`src/rtl/negate_serial_unit.sv`:
```
// Digit-serial pass / negate / absolute / ones' complement unit, DIGIT bits per cycle.
// Optional overflow flag port enabled by defining OVERFLOW_FLAG_EN.
module negate_serial_unit #(
  parameter int unsigned WIDTH = 8,
  parameter int unsigned DIGIT = 1
) (
  input  logic             clk,
  input  logic             rst_n,
  input  logic             start,
  input  logic [1:0]       mode,
  input  logic [WIDTH-1:0] A,
  output logic [WIDTH-1:0] Y,
  output logic             busy,
  output logic             done
`ifdef OVERFLOW_FLAG_EN
  ,
  output logic             ovf
`endif
);

  localparam int unsigned NDIG = WIDTH / DIGIT;
  localparam int unsigned CW   = (NDIG > 1) ? $clog2(NDIG) : 1;

  typedef enum logic [1:0] {IDLE, SHIFT, DONE} state_t;

  state_t           state_q, state_d;
  logic [WIDTH-1:0] opnd_q, opnd_d;
  logic [WIDTH-1:0] res_q, res_d;
  logic [WIDTH-1:0] y_q, y_d;
  logic             carry_q, carry_d;
  logic             inv_q, inv_d;
  logic [CW-1:0]    cnt_q, cnt_d;

  logic [DIGIT:0]   dsum;
  logic [WIDTH-1:0] dext;
  logic             last;
  logic             neg_a;

`ifdef OVERFLOW_FLAG_EN
  localparam logic [WIDTH-1:0] MNEG = {1'b1, {(WIDTH-1){1'b0}}};
  logic ovf_q, ovf_d;
  logic mneg_q, mneg_d;
`endif

  always_comb begin
    state_d = state_q;
    opnd_d  = opnd_q;
    res_d   = res_q;
    y_d     = y_q;
    carry_d = carry_q;
    inv_d   = inv_q;
    cnt_d   = cnt_q;
`ifdef OVERFLOW_FLAG_EN
    ovf_d   = ovf_q;
    mneg_d  = mneg_q;
`endif

    neg_a = (mode == 2'b01) || ((mode == 2'b10) && A[WIDTH-1]);
    dsum  = {1'b0, opnd_q[DIGIT-1:0] ^ {DIGIT{inv_q}}} + {{DIGIT{1'b0}}, carry_q};
    // Sum digits enter at the top of res and walk down, so after NDIG shifts
    // the first (LSB) digit sits at bit 0.
    dext  = WIDTH'(dsum[DIGIT-1:0]);
    last  = (cnt_q == CW'(NDIG - 1));

    unique case (state_q)
      IDLE: begin
        if (start) begin
          opnd_d  = A;
          inv_d   = neg_a || (mode == 2'b11);
          carry_d = neg_a;
          cnt_d   = '0;
          state_d = SHIFT;
`ifdef OVERFLOW_FLAG_EN
          mneg_d  = ((mode == 2'b01) || (mode == 2'b10)) && (A == MNEG);
          ovf_d   = 1'b0;
`endif
        end
      end
      SHIFT: begin
        opnd_d  = opnd_q >> DIGIT;
        res_d   = (res_q >> DIGIT) | (dext << (WIDTH - DIGIT));
        carry_d = dsum[DIGIT];
        cnt_d   = cnt_q + CW'(1);
        if (last) begin
          y_d     = res_d;
          state_d = DONE;
`ifdef OVERFLOW_FLAG_EN
          ovf_d   = mneg_q;
`endif
        end
      end
      DONE:    state_d = IDLE;
      default: state_d = IDLE;
    endcase
  end

  always_ff @(posedge clk or negedge rst_n) begin
    if (!rst_n) begin
      state_q <= IDLE;
      opnd_q  <= '0;
      res_q   <= '0;
      y_q     <= '0;
      carry_q <= 1'b0;
      inv_q   <= 1'b0;
      cnt_q   <= '0;
`ifdef OVERFLOW_FLAG_EN
      ovf_q   <= 1'b0;
      mneg_q  <= 1'b0;
`endif
    end else begin
      state_q <= state_d;
      opnd_q  <= opnd_d;
      res_q   <= res_d;
      y_q     <= y_d;
      carry_q <= carry_d;
      inv_q   <= inv_d;
      cnt_q   <= cnt_d;
`ifdef OVERFLOW_FLAG_EN
      ovf_q   <= ovf_d;
      mneg_q  <= mneg_d;
`endif
    end
  end

  assign Y    = y_q;
  assign busy = (state_q == SHIFT);
  assign done = (state_q == DONE);
`ifdef OVERFLOW_FLAG_EN
  assign ovf  = ovf_q;
`endif

endmodule

```
`config.mk`:
```
export PLATFORM = sky130hd
export DESIGN_NAME = negate_serial_unit
export DESIGN_NICKNAME = d
export VERILOG_FILES = /design/src/rtl/negate_serial_unit.sv
export SDC_FILE = /design/constraint.sdc
export NUM_CORES = 1
export LEC_CHECK = 0
export CORE_ASPECT_RATIO = 0.75
export CORE_MARGIN = 2
export CORE_UTILIZATION = 51
export CTS_CLUSTER_SIZE = 8
export DETAILED_ROUTE_END_ITERATION = 16
export GPL_ROUTABILITY_DRIVEN = 0
export GPL_TIMING_DRIVEN = 0
export PLACE_DENSITY = 0.77
export SLEW_MARGIN = 0
export SYNTH_ARGS = -nofsm -noshare
export SYNTH_HDL_FRONTEND = slang
export SYNTH_SLANG_ARGS = --single-unit
```
`constraint.sdc`:
```
create_clock -name clk -period 1.8 [get_ports clk]
set_input_delay 0.18 -clock clk [delete_from_list [all_inputs] [get_ports clk]]
set_output_delay 0.18 -clock clk [all_outputs]
set_load 0.005 [all_outputs]
```
-- Word level (Yosys, flattened, before mapping)
Cells that the tools add are included.
- $add $sub $neg: 2
- multipliers: 0
- divide/modulo/power cells: 0
- $lt $le $gt $ge: 0
- eq/ne operators: 8
- shift-type cells: 0
- multiplexer cells: 9
- bitwise operators: 2
- reductions and logical operators: 9
- operator list (cell ; number):
    $pmux 8 s2 ; 1
    $mux 8 ; 1
    $or 7x8->8 ; 1
    $reduce_and 2->1 ; 4
    $eq 2x2->1 const B ; 3
    $pmux 3 s2 ; 1
    $eq 2x1->1 const B ; 2
    $mux 2 ; 2
    $pmux 2 s2 ; 1
    $add 3x1->3 const B ; 1
    $eq 3x3->1 const B ; 1
    $mux 3 ; 1
    $add 1x1->2 ; 1
    $logic_not 2->1 ; 1
    $logic_or 1x1->1 ; 2
    $ne 2x1->1 const B ; 1
    $ne 2x2->1 const B ; 1
    $pmux 1 s2 ; 1
    $reduce_bool 2->1 ; 1
    $logic_and 1x1->1 ; 1
    $mux 1 ; 1
    $xor 1x1->1 ; 1
- flip-flop bits (word level): 31
- latch bits: 0
- RAM bits: 0
- ROM bits: 0
- input bits: 13
- output and inout port bits: 10
- word-level logic and storage cells: 37
- memories kept: 0

-- Depth between registers and ports, before layout
- depth after elaboration: 5
- depth in mapped cells: 5
- mapped depth without buffers: 4

-- Least setup slack after synthesis
OpenSTA, ideal clock, no wires.
- kind: register to register
- start: register cnt_q[0]
- end: register y_q[0] (netlist: Y[0])
- library setup time: 0.125 ns
- data arrival time: 1.215 ns
- required time: 1.675 ns
- setup slack: 0.460 ns
- cell stages (with the launch flop): 5
- path buffers: 0
- period minus slack after synthesis: 1.340 ns
- cells stage by stage: dfrtp_1 > ha_1 > ha_1 > nand2_8 > mux2_4
- longest elaborated chain between the ends: 2
- ends and longest elaborated chain (element ; line ; RTL):
    from (decl) ; 32 ; logic [CW-1:0] cnt_q, cnt_d;
    from (signal assigned) ; 117 ; cnt_q <= cnt_d;
    $eq 3x3->1 ; 63 ; last = (cnt_q == CW'(NDIG - 1));
    $reduce_and 2->1 (no line) ; -- ;
    to (signal assigned) ; 114 ; y_q <= y_d;
    to (decl) ; 29 ; logic [WIDTH-1:0] y_q, y_d;
No other way between the ends.
A chain may end at the register's enable or synchronous reset.

-- Final worst setup path
- start: register state_q[1]
- end: output done
- longest elaborated chain between the ends: 1
- ends and longest elaborated chain (element ; line ; RTL):
    from (decl) ; 26 ; state_t state_q, state_d;
    from (signal assigned) ; 111 ; state_q <= state_d;
    $eq 2x2->1 ; 127 ; assign done = (state_q == DONE);
    to (decl) ; 14 ; output logic done
No other way between the ends.

==> out/results.txt <==
Timing would allow up to 584 MHz. In the post-synthesis netlist, the biggest area contributors are sky130_fd_sc_hd__dfrtp_1 (55%), sky130_fd_sc_hd__mux2_4 (8.8%), sky130_fd_sc_hd__mux2_2 (7.5%), sky130_fd_sc_hd__nor2b_1 (4.1%), sky130_fd_sc_hd__a22oi_1 (3.9%). The die is 48.7 µm tall. For the arrival time reported for the critical path endpoint, the log shows 1.53 ns. Final count of hold timing violations: 0.

The number of buffers on the longest clock path is 2. The transition time of the tightest slew-check pin is 0.649 ns, and the total global-route track usage is 18.9%. Core outline area: 0.00256 mm².

For this design the ratio of total power to cell area is 1630 mW/mm². The floorplan step defined a die boundary enclosing 0.00310 mm². The clock arrives with 0.00979 ns of skew. The depth of the most critical reg-to-reg path was 5. The endpoint identified for the worst register-to-register timing path is Y[4]$_DFFE_PN0P_.

Clock period minus final worst setup slack: 1.71 ns. During synthesis, Yosys emitted a total of 0 warnings. The floorplan has 16 rows.

TritonCTS built the clock tree. The width of the die was 63.6 µm; the net count after synthesis was 118. Detail-routed net length per standard cell: 15.2 µm.

The logs give 2 for the maximum level of the CTS H-tree and 210 for the total of fill cells in the finished design. The tools report the final total power as 0.00279 W. The number of sinks on the clock net is 30. The initial utilization of the core area, before any placement, comes to 53.0%.

The distinct cell type count after synthesis was 24; the number of antenna diodes was 0. In this run the biggest area consumer among cell types represents 55.2% of the synthesized area. The critical path goes through buf_6 -> nor2b_1 -> clkdlybuf4s50_1.

The tools report the number of design rule violations left after detail routing as 0. The fraction of layout instances using a drive strength above 1 came out at 25.6%. Once placement completed, the tool counted placed cells totaling 160. In this run the mean area of a mapped cell was 13.3 µm². The tools report the post-place instance area as 0.00162 mm². The run gives 0.770 nW as the leakage dissipation. The worst register-to-register path begins at state_q[1]$_DFFE_PN0P_.

In this run the cell area of the synthesized design comes to 0.00136 mm². The critical path starts at state_q[1]$_DFFE_PN0P_. Excluding fillers, the count of instances in the completed layout stands at 169. Using the TritonRoute via totals, the vias-per-cell ratio works out to 5.39.

After legalization and detailed placement, the total HPWL measured 1790 µm. The max-slew headroom at the worst pin came out at 56.8%. The initial antenna violation count came out at 0. The run gives 0.787 mV as the largest voltage drop on the vdd net. The endpoint of the worst setup timing path was done.

For the number of instances in the synthesized netlist, the log shows 102. During I/O placement, the number of pins put on the boundary was 23. The tools report the sequential area share after synthesis as 55.2%. The critical path launch point type was a flop.

The first global-routing pass estimated 4340 µm of wire. Relative to the synthesized area, the layout overhead comes to 25.9%. Worst hold-check path type: primary input to asynchronous set/reset pin. The largest individual stage delay along the critical path comes from the cell sky130_fd_sc_hd__clkdlybuf4s50_1. The number of global-route vias before repair was 915. The run gives 2560 µm as the final routed wirelength across all metal layers. The run gives 31 as the pin count of the biggest net entering global routing.

Buffers inserted during clock tree synthesis total 5. In the synthesized netlist, the cells that appear most often are sky130_fd_sc_hd__dfrtp_1 (30), sky130_fd_sc_hd__mux2_2 (9), sky130_fd_sc_hd__nor2b_1 (9). The count of nets left with antenna violations once routing finished came out at 0. Along the worst path, the maximum fanout reaches 10. Setup violations remaining at the end of the flow were counted as 0.

The ratio of final minimum period to clock period came out at 95.1%. With fillers left out, the area of the finished cells amounts to 0.00171 mm². Final net count: 150. Path type of the worst setup path: flop to output pin. Max-cap violations in this run came to 0.

Among all flip-flop cells after synthesis, the most frequent one is sky130_fd_sc_hd__dfrtp_1. The accumulated negative setup slack is 0 ns, and the fraction of registers with async set or reset after synthesis is 100%. Library cell with the highest instance count after synthesis: sky130_fd_sc_hd__dfrtp_1. Yosys mapped a number of flops with a built-in enable equal to 0.

The number of port buffers is 22. Clock latency on the worst-skew pair, taken at its later pin, is 0.31 ns. The detailed router's first-iteration violation count is 31, and the required time of the critical path is 1.62 ns. Counting flops and latches in the post-synthesis netlist gives 30. The max-slew violation count was 0; the overall overflow remaining after global route was 0. The tree is rooted in a sky130_fd_sc_hd__clkbuf_4. The capturing element type of the critical path is an output pin.

For the number of vias in the routed layout, the log shows 911. The clock input transition at the sequential cells of the worst setup and hold paths came out at 0.09 ns. For this run, the slowest stage of the critical path takes 0.50 ns. The run finished with clean final reports. The run gives 4 as the number of detailed-routing iterations run before antenna repair. The biggest area contributor in the post-synthesis netlist is sky130_fd_sc_hd__dfrtp_1. The worst register-to-register path has a setup slack of 0.34 ns.
## per-layer routing
metal / up-vias / GRT usage [%] / part of all wire, %
met5: - / 0 / 0
met4: 0 / 9.06 / 1.9
met3: 4 / 7.67 / 4.0
met2: 26 / 27.5 / 47
met1: 452 / 24.7 / 47
li1: 429 / - / -
## cells by family (layout without fill, tap and decap cells)
logic type	Yosys count	count (layout)	synth area share, %
AND/OR/NAND/NOR	17	17	9.12
buffers and inverters	6	37	2.67
adder cells (fa/ha/maj)	3	3	2.76
XOR/XNOR	1	1	0.645
multiplexers	17	17	16.3
AO/OA/AOI/OAI	28	28	13.3
flip-flops	30	30	55.2
## layout by cell type, fill, tap and decap left out
| cell type | count |
|---|---|
| sky130_fd_sc_hd__dfrtp_1 | 30 |
| sky130_fd_sc_hd__clkdlybuf4s50_1 | 21 |
| sky130_fd_sc_hd__nor2b_1 | 9 |
| sky130_fd_sc_hd__mux2_2 | 9 |
| sky130_fd_sc_hd__mux2_4 | 8 |
| sky130_fd_sc_hd__a21oi_1 | 8 |
| sky130_fd_sc_hd__a22oi_1 | 7 |
| sky130_fd_sc_hd__o21ai_0 | 6 |
| sky130_fd_sc_hd__clkbuf_4 | 5 |
| sky130_fd_sc_hd__a22o_1 | 3 |
| sky130_fd_sc_hd__ha_1 | 3 |
| sky130_fd_sc_hd__buf_4 | 3 |
| sky130_fd_sc_hd__buf_2 | 2 |
| sky130_fd_sc_hd__inv_1 | 2 |
| sky130_fd_sc_hd__nand2_1 | 2 |
| sky130_fd_sc_hd__and2b_1 | 2 |
| sky130_fd_sc_hd__nor2b_2 | 1 |
| sky130_fd_sc_hd__buf_12 | 1 |
| sky130_fd_sc_hd__xor2_1 | 1 |
| sky130_fd_sc_hd__buf_6 | 1 |
| sky130_fd_sc_hd__nand2_8 | 1 |
| sky130_fd_sc_hd__nor3b_2 | 1 |
| sky130_fd_sc_hd__o21bai_1 | 1 |
| sky130_fd_sc_hd__a221oi_1 | 1 |
| sky130_fd_sc_hd__nor2_1 | 1 |
| sky130_fd_sc_hd__o21ai_1 | 1 |
| sky130_fd_sc_hd__o21ba_2 | 1 |
| sky130_fd_sc_hd__clkbuf_8 | 1 |
| sky130_fd_sc_hd__dlygate4sd3_1 | 1 |
## state kept, by name, summed over array words and instances, names as in the netlist
| name | count |
|---|---|
| opnd_q | 8 |
| carry_q | 1 |
| cnt_q | 3 |
| inv_q | 1 |
| state_q | 2 |
| res_q | 7 |
| Y | 8 |
## worst max-delay path: cells and delay by family (launching register included)
family	cells	cell delay (ns)
flip-flops	1	0.43
buffers and inverters	2	0.67
AND/OR/NAND/NOR	1	0.13
## power breakdown
| part | internal, W | total, W | switching [W] |
|---|---|---|---|
| Clock | 0.000176 | 0.000375 | 0.000199 |
| Combinational | 0.000774 | 0.00123 | 0.000456 |
| Sequential | 0.000983 | 0.00119 | 0.000204 |
## through the flow
step	hold WS, ns	util, %	setup slack (ns)
floorplan	-0.116	-	0.460
global placement	0.481	63.4	0.105
detailed placement	0.482	63.4	0.0439
CTS	0.483	65.5	0.00559
global route	0.469	66.7	-0.0132
finish	0.422	66.7	0.0885
## repair_timing
| item | CTS | global route |
|---|---|---|
| hold buffers | 0 | 1 |
| endpoints found under the setup margin | 2 | 2 |
| endpoints found under the hold margin | 0 | 30 |
| pin swaps | 0 | 0 |
| setup buffers | 0 | 3 |
| resized for setup | 3 | 1 |
## worst min-delay path by stage
stage / to / depth (start not counted)
final: Y[2]$_DFFE_PN0P_ / 2
after global routing: Y[2]$_DFFE_PN0P_ / 2
after CTS: opnd_q[2]$_DFFE_PN0P_ / 3
after detailed placement: opnd_q[5]$_DFFE_PN0P_ / 2
after global placement: opnd_q[5]$_DFFE_PN0P_ / 2
after floorplan: Y[0]$_DFFE_PN0P_ / 0
## cell type report
cell class	instances	area, µm²	area share, %
Tap cell	36	45.0	2.63
Buffer	3	36.3	2.12
Clock buffer	6	51.3	3.00
Timing Repair Buffer	26	248	14.5
Inverter	2	7.51	0.439
Multi-Input combinational cell	66	572	33.4
Sequential cell	30	751	43.9
(Power assumes the default switching activity.)
